**config.mk**
```make
export PLATFORM = sky130hd
export DESIGN_NAME = stable_bus_arbiter
export DESIGN_NICKNAME = d
export VERILOG_FILES = /design/src/rtl/stable_arb_pkg.sv /design/src/rtl/stable_bus_arbiter_rr_picker.sv /design/src/rtl/stable_bus_arbiter.sv
export SDC_FILE = /design/constraint.sdc
export NUM_CORES = 1
export LEC_CHECK = 0
export ABC_CLOCK_PERIOD_IN_PS = 1710
export CAP_MARGIN = 5
export CORE_UTILIZATION = 38
export CTS_BUF_LIST = sky130_fd_sc_hd__clkbuf_16
export DETAILED_ROUTE_END_ITERATION = 7
export MAX_ROUTING_LAYER = met4
export PLACE_DENSITY = 0.75
export SYNTH_ARGS = -nofsm -noshare
export SYNTH_HDL_FRONTEND = slang
export SYNTH_SLANG_ARGS = --single-unit
```
**constraint.sdc**
```tcl
create_clock -name clk -period 1.71 [get_ports clk]
set_input_delay 0.342 -clock clk [delete_from_list [all_inputs] [get_ports clk]]
set_output_delay 0.342 -clock clk [all_outputs]
set_load 0.02 [all_outputs]
```
**src/rtl/stable_arb_pkg.sv**
```systemverilog
// stable_arb_pkg: shared state type and default sizing for the stable bus arbiter.
package stable_arb_pkg;
  typedef enum logic {IDLE, DRIVE} arb_state_e;
  localparam int DEF_N       = 4;
  localparam int DEF_DW      = 8;
  localparam int DEF_TIMEOUT = 16;
endpackage

```
**src/rtl/stable_bus_arbiter_rr_picker.sv**
```systemverilog
// rr_picker: combinational round-robin search from i_ptr upward, wrapping at N-1.
module rr_picker #(
  parameter int N = 4
) (
  input  logic [N-1:0]         i_req,
  input  logic [$clog2(N)-1:0] i_ptr,
  output logic                 o_any,
  output logic [$clog2(N)-1:0] o_win
);
  localparam int W = $clog2(N);
  always_comb begin
    o_any = 1'b0;
    o_win = '0;
    // Walk offsets from far to near so the nearest requester is written last and wins.
    for (int k = N - 1; k >= 0; k--) begin
      if (i_req[(int'(i_ptr) + k) % N]) begin
        o_any = 1'b1;
        o_win = W'((int'(i_ptr) + k) % N);
      end
    end
  end
endmodule

```
**src/rtl/stable_bus_arbiter.sv**
```systemverilog
// stable_bus_arbiter: round-robin N:1 valid/ready arbiter that holds bus payload stable
// while stalled and raises a sticky error after TIMEOUT stall cycles.
module stable_bus_arbiter
  import stable_arb_pkg::*;
#(
  parameter int N       = DEF_N,
  parameter int DW      = DEF_DW,
  parameter int TIMEOUT = DEF_TIMEOUT
) (
  input  logic                 clk,
  input  logic                 rst,
  input  logic [N-1:0]         req,
  input  logic [N*DW-1:0]      req_data,
  output logic [N-1:0]         gnt,
  output logic                 bus_valid,
  output logic [DW-1:0]        bus_data,
  output logic [$clog2(N)-1:0] bus_owner,
  input  logic                 bus_ready,
  output logic                 stall_err
);
  localparam int W  = $clog2(N);
  localparam int CW = $clog2(TIMEOUT + 1) + 1;
  arb_state_e     r_state;
  logic [W-1:0]   r_ptr, r_owner, w_win;
  logic [N-1:0]   r_gnt;
  logic [DW-1:0]  r_data;
  logic [CW-1:0]  r_cnt;
  logic           r_valid, r_err, w_any, w_slot;
  rr_picker #(.N(N)) u_pick (.i_req(req), .i_ptr(r_ptr), .o_any(w_any), .o_win(w_win));
  assign w_slot    = (r_state == IDLE) || bus_ready;
  assign gnt       = r_gnt;
  assign bus_valid = r_valid;
  assign bus_data  = r_data;
  assign bus_owner = r_owner;
  assign stall_err = r_err;
  always_ff @(posedge clk or posedge rst) begin
    if (rst) begin
      r_state <= IDLE;
      r_ptr   <= '0;
      r_owner <= '0;
      r_gnt   <= '0;
      r_data  <= '0;
      r_cnt   <= '0;
      r_valid <= 1'b0;
      r_err   <= 1'b0;
    end else begin
      r_gnt <= '0;
      if (w_slot && w_any) begin
        r_state <= DRIVE;
        r_valid <= 1'b1;
        r_data  <= req_data[w_win*DW +: DW];
        r_owner <= w_win;
        r_gnt   <= N'(1) << w_win;
        r_ptr   <= (w_win == W'(N - 1)) ? '0 : w_win + 1'b1;
      end else if (w_slot) begin
        r_state <= IDLE;
        r_valid <= 1'b0;
      end
      // Stall counting never touches bus_valid: the held transfer always wins.
      if (r_valid && !bus_ready) begin
        if (r_cnt != CW'(TIMEOUT)) r_cnt <= r_cnt + 1'b1;
        if (TIMEOUT != 0 && r_cnt == CW'(TIMEOUT - 1)) r_err <= 1'b1;
      end else begin
        r_cnt <= '0;
      end
    end
  end
endmodule

```
* Word-level counts from Yosys, hierarchy flattened
Index checks and enable logic that the tools add are counted.
** Operators by class
- Divide/modulo/power cells :: 0
- Multiplexer cells :: 25
- Equal/unequal tests :: 4
- Multipliers :: 0
- Reduce and logical (&&, ||, !) cells :: 9
- Add/subtract/negate cells :: 5
- Magnitude comparators :: 4
- Shifts and indexed selects :: 2
- Bitwise logic cells :: 4
** Operators by type and width (number)
- 32-bit by 6-bit indexed part select with 8-bit output :: 1
- 1-bit two-way mux :: 13
- 3-bit by 4-bit < comparator with 1-bit output, second input constant :: 3
- 6-bit two-way mux :: 2
- 2-bit two-way mux :: 5
- 1-bit binary-select mux with 2-bit select :: 4
- 6-bit by 1-bit adder with 6-bit output, second input constant :: 1
- 6-bit by 4-bit equality test with 1-bit output, second input constant :: 1
- 6-bit by 5-bit != test with 1-bit output, second input constant :: 1
- 2-bit OR reduction :: 3
- 2-bit by 1-bit adder with 2-bit output, second input constant :: 2
- 2-bit adder, second input constant :: 2
- 4-bit two-way mux :: 1
- 1-bit by 2-bit << shifter with 4-bit output, first input constant :: 1
- 1-bit AND, first input constant :: 3
- 2-bit by 3-bit < comparator with 1-bit output, second input constant :: 1
- 2-bit equality test, second input constant :: 1
- 1-bit logical AND :: 2
- 2-bit by 1-bit != test with 1-bit output, second input constant :: 1
- 2-bit AND reduction :: 1
- 2-bit nonzero test :: 1
- 1-bit zero test :: 1
- 1-bit logical OR :: 1
- 1-bit NOT :: 1
** Word-level totals
- Output and inout bits :: 16
- Bits in latches :: 0
- Register bits :: 24
- Word-level logic and storage cells :: 60
- Bits in writable memories :: 0
- Bits of input ports :: 39
- Bits in read-only memories :: 0
- Memories kept :: 0

* Logic depth before layout (Yosys ltp)
- Depth after elaboration :: 12
- Gate-level depth with buffers :: 8
- Depth with buffers taken out :: 7

* Hierarchy
Synthesis repeated with hierarchy kept, for this count alone.
** Unflattened totals
- Cells, all modules :: 103
- Area, all modules :: 1306.3 µm²
** Modules (own cells, without submodules)
- stable_bus_arbiter :: area each 1228.7 µm², times used 1, cells each 90, seq. area each 600.6 µm²
- rr_picker :: area each 77.6 µm², times used 1, cells each 13, seq. area each 0.0 µm²

* Worst setup path after synthesis
Ideal clock, no wire load.
- Kind :: reg2reg
- From :: reg r_ptr[1]
- To :: reg r_data[1], in the netlist bus_data[1]
- Cell stages (with the launch flop) :: 8
- Buffers on the path :: 2
- Path slack :: -64 ps
- Library setup time :: 124 ps
- Data arrival time :: 1651 ps
- Period minus slack after synthesis :: 1774 ps
- Cell sequence :: dfrtp_1 -> mux2_4 -> o221ai_2 -> buf_6 -> buf_12 -> mux2i_1 -> nor3_1 -> a211o_1
** Between the ends
- Cells in the longest elaborated chain, start to end :: 9
- Elaborated cells on any way between the ends :: 24
- Those cells by class :: add/sub (3); shift (1); mux (19); reduce/logical (1)
** RTL lines
- from (decl) :: line stable_bus_arbiter.sv:24 : logic [W-1:0] r_ptr, r_owner, w_win;
- from (signal assigned) :: line stable_bus_arbiter.sv:54 : r_ptr <= (w_win == W'(N - 1)) ? '0 : w_win + 1'b1;
- 2-bit adder :: line stable_bus_arbiter_rr_picker.sv:16, stable_bus_arbiter_rr_picker.sv:18
- 1-bit binary-select mux with 2-bit select :: line stable_bus_arbiter_rr_picker.sv:16 : if (i_req[(int'(i_ptr) + k) % N]) begin
- 1-bit two-way mux (implied by the code) (2 in a row) :: line stable_bus_arbiter_rr_picker.sv:16
- 2-bit two-way mux or 1-bit two-way mux (tied branches) (4 in a row) :: line stable_bus_arbiter_rr_picker.sv:16
- 32-bit by 6-bit indexed part select with 8-bit output or 1-bit logical AND (tied branches) :: line stable_bus_arbiter.sv:51, stable_bus_arbiter.sv:48
- to (signal assigned) :: line stable_bus_arbiter.sv:51 : r_data <= req_data[w_win*DW +: DW];
- to (decl) :: line stable_bus_arbiter.sv:26 : logic [DW-1:0] r_data;
Parallel ways exist; a longest one is shown, timed or not. The select of a mux whose other input is x is not followed.
A chain may end at the register's enable or synchronous reset.

* Worst setup path after layout
- From :: reg r_ptr[1]
- To :: reg r_data[7], in the netlist bus_data[7]
The elaborated chain is that of the path after synthesis.

==> results.sh <==
export IMPL_status="complete, but fails checks"
export IMPL_violations="negative setup slack"
export IMPL_crit_buf_inv=2
export IMPL_multi_input_area_sq_um=683.2
export IMPL_max_cap_violations=0
export IMPL_insertion_delay_ns=0.25
export IMPL_avgRoutedWirePerCell_um=14.43
export IMPL_hold_viol=0
export IMPL_setup_viol=14
export IMPL_seqCellArea_sq_um=601.8
export IMPL_htreeDepth=1
export IMPL_synth_top_area_share=0.4524
export IMPL_die_w_um=61.11
export IMPL_hp_class="in -> async"
export IMPL_finalWorstSetupSlack_ns=-0.1468
export IMPL_cts_hold_buf=0
export IMPL_hold_ws_ns=0.4378
export IMPL_coreArea_sq_um=3337
export IMPL_power_density_nw_per_um2=1097
export IMPL_netlist_instances=130
export IMPL_routed_via_count=1257
export IMPL_dp_slack_ns=-0.5203
export IMPL_avgViaCountPerCell=5.089
export IMPL_required_ns=1.85
export IMPL_fin_setup_tns_ns=-1.435
export IMPL_async_flop_share=1.000
export IMPL_crit_slowest_cell="dfrtp_2"
export IMPL_ys_warnings_count=0
export IMPL_rows=21
export IMPL_top_layer="met4"
export IMPL_cp_slowest_stage_delay_ns=0.44
export IMPL_die_y_um=61.11
export IMPL_clk_pin_slew_ns=0.06
export IMPL_wl_met3_um=131
export IMPL_ant_nets=0
export IMPL_synthTopCellsByArea="dfrtp_1, mux2i_1, nor3_1"
export IMPL_slew_headroom=0.7685
export IMPL_postRouteWirelength_um=3563
export IMPL_synth_seq_cells=24
export IMPL_fmax_mhz=538.6
export IMPL_finalCriticalPeriod_ns=1.857
export IMPL_dr_wl_met2_um=1903
export IMPL_yosysMostFrequentCell="dfrtp_1"
export IMPL_synth_top_flop_cell="dfrtp_1"
export IMPL_syn_area_sq_um=1328
export IMPL_clock_skew_final_ns=0.002542
export IMPL_drive_gt1_frac=0.1940
export IMPL_yosys_top_cells_count="dfrtp_1, nor3_1, mux2i_1"
export IMPL_worstMarginPinSlew_ns=0.3441
export IMPL_gp_congestion=0.8434
export IMPL_drc_errors=0
export IMPL_seq_area_frac_synth=0.4524
export IMPL_synth_edf_count=0
export IMPL_first_pass_iters=4
export IMPL_clockRootBuffer="clkbuf_16"
export IMPL_numCtsBuffers=3
export IMPL_cp_max_fo=5
export IMPL_cts_buffer_depth=2
export IMPL_crit_path_end_kind="flip-flop"
export IMPL_pin_count=55
export IMPL_synth_nets=172
export IMPL_cts_tree="done"
export IMPL_synth_largest_area_cell="dfrtp_1"
export IMPL_power_w=0.002437
export IMPL_syn_to_final_growth_pct=67.39
export IMPL_nets=244
export IMPL_grt_ovfl_total=0
export IMPL_path_delay_family="multiplexers"
export IMPL_finalCritPeriodShare=1.086
export IMPL_rsz0062_at_grt="true"
export IMPL_vdd_ir_drop_max_mv=0.4424
export IMPL_die_area_sq_um=3734
export IMPL_drt_iter0_drc=42
export IMPL_critical_path_class="reg -> reg"
export IMPL_start_kind="flip-flop"
export IMPL_grt_max_degree=25
export IMPL_grt_usage=0.2089
export IMPL_grt_pass1_vias=1246
export IMPL_met1_length_um=1460
export IMPL_cts_sinks=24
export IMPL_antenna_found_initial=0
export IMPL_hpwl_um=2579
export IMPL_worstPathArrival_ns=1.99
export IMPL_port_buffers=54
export IMPL_start_util=0.3978
export IMPL_r2r_slack_ns=-0.15
export IMPL_num_fill_cells=246
export IMPL_diodes=0
export IMPL_postSynthAreaPerCell_sq_um=10.21
export IMPL_grt_pass1_wl_um=5513
export IMPL_synth_cell_types=32
export IMPL_maxSlewViolCount=0
export IMPL_cp_cell_sequence="mux2_4 -> o221ai_4 -> buf_6 -> buf_12 -> mux2i_2 -> nor3_1 -> a211o_1"
export IMPL_power_leakage_nw=1.037
==> worst register-to-register path: stages, from the launching register on <==
cell      delay [ns]
dfrtp_2         0.44
mux2_4          0.32
o221ai_4        0.17
buf_6           0.14
buf_12          0.11
mux2i_2         0.23
nor3_1          0.10
a211o_1         0.23
==> area by class of cell <==
cell class	instances	share of cell area
clock buffers	3	0.03378
repair buffers	76	0.3452
multi-input cells	88	0.3074
clock inverters	1	0.001689
inverters	9	0.01520
flip-flops and latches	24	0.2708
well taps	46	0.02590
==> layout by cell type, fill, tap and decap left out, types with 2 or more instances in the layout <==
master / n
inv_1: 7
nand2_1: 8
inv_2: 2
xnor2_1: 2
mux2i_1: 16
nor4_1: 2
buf_6: 3
buf_16: 2
nor3_1: 18
buf_4: 16
dfrtp_1: 23
clkdlybuf4s50_1: 52
a21oi_1: 2
dlygate4sd2_1: 2
nand3_1: 3
xor2_1: 3
a211o_1: 8
clkbuf_16: 3
nor2_1: 6
ha_1: 2
==> report_power, final <==
group,switching (W),leakage (nW),internal (W),total [W]
combinational,0.000524,0.700,0.000649,0.00117
clock,0.000182,0.0385,0.000312,0.000494
sequential,0.0000823,0.298,0.000687,0.000769
total,0.000789,1.04,0.00165,0.00244
==> registers in the layout, indices dropped and copies added (netlist names) <==
name	count
stall_err	1
bus_owner	2
bus_data	8
bus_valid	1
r_cnt	6
r_ptr	2
gnt	4
==> cell families after synthesis <==
group	share of synthesized area
adders and majority gates	0.02828
xor gates and xnor gates	0.03299
and+or+nand+nor	0.1640
DFF	0.4524
muxes	0.1395
buffers and inverters	0.07823
AOI/OAI and AO/OA	0.1046
==> layer usage <==
metal	up-vias	GRT usage
met3	6	0.03151
met5	-	-
met2	33	0.3463
met4	0	0.09740
li1	605	-
met1	613	0.2493
==> final timing paths <==
check,start,to,depth (start not counted)
setup / recovery,r_ptr[1]$_DFFE_PP0P_,bus_data[7]$_DFFE_PP0P_,7
setup reg to reg,r_ptr[1]$_DFFE_PP0P_,bus_data[7]$_DFFE_PP0P_,7
min in group clk,stall_err$_DFFE_PP0P_,stall_err$_DFFE_PP0P_,2
hold reg to reg,stall_err$_DFFE_PP0P_,stall_err$_DFFE_PP0P_,2
hold / removal,rst,bus_data[2]$_DFFE_PP0P_,3
max in group asynchronous,rst,r_ptr[1]$_DFFE_PP0P_,3
==> per-stage QoR <==
step,area [sq um],std cells,utilization
after floorplan,1328,130,-
after global placement,1996,238,0.5981
after detailed placement,1996,238,0.5981
after CTS,2200,247,0.6592
after global routing,2222,247,0.6659
final,2222,247,0.6659
==> what timing repair did <==
item	CTS	global route
resized for setup	16	6
setup endpoints to repair	16	16
cloned	2	0
hold endpoints to repair	0	0
pin swaps	3	4
setup buffers	3	0
Note: power is estimated with default switching activity, not from simulation.
